$ cat src/rtl/bcd_char_streamer.sv
// bcd_char_streamer: snapshots a packed BCD count and streams one ASCII char per digit, MSD first.
// Latency: first character valid one cycle after latch_in; one character per cycle while ready.
// Backpressure: valid/ready; all char_* outputs hold while char_ready_in is low.
module bcd_char_streamer #(
  parameter int DIGITS        = 8,
  parameter bit BLANK_LEADING = 1'b1,
  parameter int IDXW          = $clog2(DIGITS)
) (
  input  logic                  clk_in,
  input  logic                  reset_in,
  input  logic [4*DIGITS-1:0]   digits_in,
  input  logic                  overflow_in,
  input  logic                  latch_in,
  output logic                  char_valid_out,
  input  logic                  char_ready_in,
  output logic [7:0]            char_code_out,
  output logic [IDXW-1:0]       char_index_out,
  output logic                  char_last_out,
  output logic                  busy_out,
  output logic                  missed_latch_out
);

  typedef enum logic {S_IDLE, S_STREAM} state_t;

  localparam logic [IDXW-1:0] LAST_IDX = IDXW'(DIGITS - 1);

  state_t                state_q;
  logic [4*DIGITS-1:0]   snap_q;
  logic                  ovf_q;
  logic [IDXW-1:0]       idx_q;
  logic                  valid_q;
  logic                  busy_q;
  logic                  last_q;
  logic [7:0]            code_q;

  logic                  xfer;
  logic                  final_xfer;
  logic [IDXW-1:0]       idx_d;

  // ASCII for screen position pos of a snapshot; position 0 is the most significant digit.
  // Blanking needs every strictly more significant digit to be zero; any non-zero nibble,
  // including an invalid one, ends the blanked run.
  function automatic logic [7:0] char_at(input logic [4*DIGITS-1:0] snap,
                                         input logic                ovf,
                                         input logic [IDXW-1:0]     pos);
    logic [3:0] d;
    logic       zero_above;
    logic [7:0] c;
    d          = 4'd0;
    zero_above = 1'b1;
    for (int k = 0; k < DIGITS; k++) begin
      if (k < int'(pos) && snap[4*(DIGITS-1-k) +: 4] != 4'd0) zero_above = 1'b0;
      if (k == int'(pos)) d = snap[4*(DIGITS-1-k) +: 4];
    end
    if (ovf)
      c = 8'h2D;
    else if (d > 4'd9)
      c = 8'h3F;
    else if (BLANK_LEADING && zero_above && d == 4'd0 && pos != LAST_IDX)
      c = 8'h20;
    else
      c = {4'h3, d};
    return c;
  endfunction

  assign xfer       = valid_q & char_ready_in;
  assign final_xfer = xfer & (idx_q == LAST_IDX);
  assign idx_d      = idx_q + IDXW'(1);

  // A strobe that arrives mid-frame is dropped; flag it in the same cycle it is seen.
  assign missed_latch_out = busy_q & latch_in & ~final_xfer & ~reset_in;

  assign char_valid_out = valid_q;
  assign char_code_out  = code_q;
  assign char_index_out = idx_q;
  assign char_last_out  = last_q;
  assign busy_out       = busy_q;

  // Frame FSM: snapshot on strobe, advance index on each accepted character, chain frames back-to-back.
  always_ff @(posedge clk_in) begin
    if (reset_in) begin
      state_q <= S_IDLE;
      snap_q  <= '0;
      ovf_q   <= 1'b0;
      idx_q   <= '0;
      valid_q <= 1'b0;
      busy_q  <= 1'b0;
      last_q  <= 1'b0;
      code_q  <= 8'h20;
    end else begin
      case (state_q)
        S_IDLE: begin
          if (latch_in) begin
            state_q <= S_STREAM;
            snap_q  <= digits_in;
            ovf_q   <= overflow_in;
            idx_q   <= '0;
            valid_q <= 1'b1;
            busy_q  <= 1'b1;
            last_q  <= 1'b0;
            code_q  <= char_at(digits_in, overflow_in, '0);
          end
        end
        S_STREAM: begin
          if (final_xfer) begin
            if (latch_in) begin
              // Back-to-back frame: new snapshot, restart at the left edge with no gap.
              snap_q  <= digits_in;
              ovf_q   <= overflow_in;
              idx_q   <= '0;
              last_q  <= 1'b0;
              code_q  <= char_at(digits_in, overflow_in, '0);
            end else begin
              state_q <= S_IDLE;
              idx_q   <= '0;
              valid_q <= 1'b0;
              busy_q  <= 1'b0;
              last_q  <= 1'b0;
              code_q  <= 8'h20;
            end
          end else if (xfer) begin
            idx_q  <= idx_d;
            last_q <= (idx_d == LAST_IDX);
            code_q <= char_at(snap_q, ovf_q, idx_d);
          end
        end
        default: begin
          state_q <= S_IDLE;
          valid_q <= 1'b0;
          busy_q  <= 1'b0;
          last_q  <= 1'b0;
        end
      endcase
    end
  end

endmodule

$ cat config.mk
export PLATFORM = sky130hd
export DESIGN_NAME = bcd_char_streamer
export DESIGN_NICKNAME = d
export VERILOG_FILES = /design/src/rtl/bcd_char_streamer.sv
export SDC_FILE = /design/constraint.sdc
export NUM_CORES = 1
export LEC_CHECK = 0
export BUFFER_PORTS_ARGS = -buffer_cell sky130_fd_sc_hd__buf_2
export CAP_MARGIN = 25
export CORE_MARGIN = 3
export CORE_UTILIZATION = 43
export CTS_CLUSTER_DIAMETER = 100
export DETAILED_ROUTE_END_ITERATION = 8
export PLACE_DENSITY = 0.75
export SYNTH_ARGS = -nofsm -noshare
export SYNTH_HDL_FRONTEND = slang
export SYNTH_SLANG_ARGS = --single-unit
$ cat constraint.sdc
create_clock -name clk_in -period 5.3 [get_ports clk_in]
set_input_delay 1.06 -clock clk_in [delete_from_list [all_inputs] [get_ports clk_in]]
set_output_delay 1.06 -clock clk_in [all_outputs]
set_load 0.005 [all_outputs]
==> metrics <==
Max stage delay on crit path=0.57 ns; final setup vio count=0; Slew headroom=48.6%; CP bufs+invs=2; CTS buffer count=5; Post-Syn Instances=300; Top Ports=52; first-pass GRT wire length=9150 um; CP required=4.24 ns; total power draw=0.727 mW; Leak=1.05 nW; cts hold-fix bufs=0; hpwl dp=4040 um; RSZ-0062 raised after global routing=false; Critical Path Sink Type=output port; Die Width=80.1 um; crit path max fanout=42; Final Cycle Share=55.9%; Syn Std Cell Area=2360 um2; Worst Hold Class=reg -> reg; Pins Over Slew Limit=0; Rows=26; Synth Area per Inst=7.88 um2; PortBufs=48; Post-CTS Resized=0; FILL cells=508; Area after DPL=2570 um2; WHS=0.460 ns; run status=complete, no violations; Clock transition at path regs=0.08 ns; Reg area=881 um2; sequential share of the synthesized area=37.3%; final instance area=2680 um2; DRC viols=0; GR Util met2=27.3%; fmax=0.338 GHz; initial antenna violation count=0; peak supply drop=166 uV; met1 GRT Util=24.5%; worst skew pair latency=0.30 ns; Antenna Cells=0; total wire length=5450 um; total global-route track usage=17.6%; Root Buffer Master=clkbuf_8; Place WS=2.35 ns; vias in the first global route=2008; top-area cell type share of the netlist area=37.3%; Die ar.=6420 um2; per-cell routed wire length=13.5 um; Placer Congestion=0.863; most used cell along the critical path=buf_2; Starting Density=45.4%; gr ovfl total=0; WP data arrival=1.90 ns; max cap viols=0; grt met3 use=3.48%; Final nets=376; post-CTS setup buffer count=0; Most Crowded Layer GR=met2; H-tree levels=2; Final ANT Viol Nets=0; crit path kind=in -> out; Final min period=2.96 ns; layout cells sized above 1=20.7%; area of the multi-input gates=1320 um2; Setup TNS=0 ns; synth top area cells=dfxtp_1 37%, nand2_1 12%, a21oi_1 9.3%; Die Height=80.1 um; CTS tree=yes; Netlist cell types=45; Slowest-stage cell, CP=buf_2; 1st-pass router iterations=4; Worst Skew=0.00908 ns; CTS Sinks=44; pin count of the biggest net entering global routing=43; commonest cells after routing, fill and taps aside=78 x nand2_1, 48 x buf_2, 44 x a21oi_1, 44 x dfxtp_1, 10 x nor2_1; most common cell after layout, fill and taps aside=nand2_1; most area-hungry cell type in the Yosys netlist=dfxtp_1; clock buffer depth=2; Core Area=5200 um2; Ys Warns=0; vias per inst=5.37; Critical Path Start Type=input pin; Fin. Hold Viols=0; Largest delay share family, worst path=buffers and inverters; drt initial violations=111; Worst Max-Slew Pin Slew=0.771 ns; total number of vias=2169; register bit total from synthesis=44; worst setup margin=2.34 ns; crit-path cells=buf_2, nor2_1, buf_2; Layout area overhead=13.2%; Cell Pwr Density=272 nW/um2
## worst register-to-register path, stage by stage, from the launching register on
cell	delay, ns
dfxtp_1	0.67
ha_1	0.25
ha_1	0.22
a31oi_2	0.24
nor2b_2	0.64
buf_4	0.34
nand2_1	0.09
a21oi_1	0.11
## routing by layer
metal | part of all wire [%] | vias to the layer above
li1 | - | 1124
met5 | 0 | -
met2 | 46 | 50
met3 | 4.9 | 5
met4 | 0.55 | 0
met1 | 49 | 990
## state kept, by name, indices dropped and copies added (netlist names)
| name | count |
|---|---|
| ovf_q | 1 |
| snap_q | 32 |
| state_q | 1 |
| char_code_out | 5 |
| char_index_out | 3 |
| char_last_out | 1 |
| busy_out | 1 |
## per-stage QoR
stage	util (%)	std cells
floorplan	-	301
finish	51.4	404
global placement	49.0	395
detailed placement	49.3	396
CTS	51.4	404
global route	51.4	404
## report_power, final
part	leakage (nW)	internal (mW)	switching (mW)
Combinational	0.637	0.0486	0.0594
Clock	0.0552	0.140	0.111
Sequential	0.361	0.350	0.0187
## final cells by class
| type | count | share of cell area [%] |
|---|---|---|
| multi-input combinational | 228 | 49.4 |
| sequential | 44 | 32.9 |
| tap | 70 | 3.27 |
| clock buffer | 6 | 2.71 |
| timing repair buffer | 50 | 9.82 |
| inverter | 4 | 0.561 |
| clock inverter | 2 | 1.31 |
## cell usage after synthesis (all sizes together)
| cell | instances |
|---|---|
| nand2 | 78 |
| a21oi | 44 |
| dfxtp | 44 |
| buf | 16 |
| nor2 | 10 |
| a211oi | 9 |
| clkbuf | 9 |
| nor2b | 8 |
| o211ai | 8 |
| nor4 | 7 |
| ha | 6 |
| nor3 | 5 |
| o21ai | 5 |
| o22a | 5 |
| inv | 4 |
| nand3b | 4 |
| nor3b | 4 |
| o221ai | 4 |
| or3b | 4 |
| a2111oi | 3 |
| nand3 | 3 |
| o41ai | 3 |
| conb | 2 |
| nand2b | 2 |
| o31ai | 2 |
| a21bo | 1 |
| a22oi | 1 |
| a311oi | 1 |
| a31oi | 1 |
| a41oi | 1 |
| and3 | 1 |
| nand4 | 1 |
| o2111ai | 1 |
| o21a | 1 |
| o21bai | 1 |
| or2 | 1 |
## cell families after synthesis
| kind of cell | after synthesis | share of synthesized area, % |
|---|---|---|
| compound gates | 91 | 25.8 |
| fa+ha+maj | 6 | 3.18 |
| buf+inv | 29 | 7.09 |
| flops | 44 | 37.3 |
| other cells | 2 | 0.318 |
| simple gates | 128 | 26.3 |
## path summary, 6_finish.rpt
| check | start | to | slack (ns) | cells after the start |
|---|---|---|---|---|
| setup / recovery | reset_in | missed_latch_out | 2.34 | 3 |
| hold / removal | snap_q[0]$_SDFFE_PP0P_ | snap_q[0]$_SDFFE_PP0P_ | 0.46 | 2 |
| setup reg to reg | char_index_out[0]$_SDFFE_PP0P_ | snap_q[22]$_SDFFE_PP0P_ | 2.66 | 7 |
| hold reg to reg | snap_q[0]$_SDFFE_PP0P_ | snap_q[0]$_SDFFE_PP0P_ | 0.46 | 2 |
No activity file was read; power rests on OpenSTA's default activity.
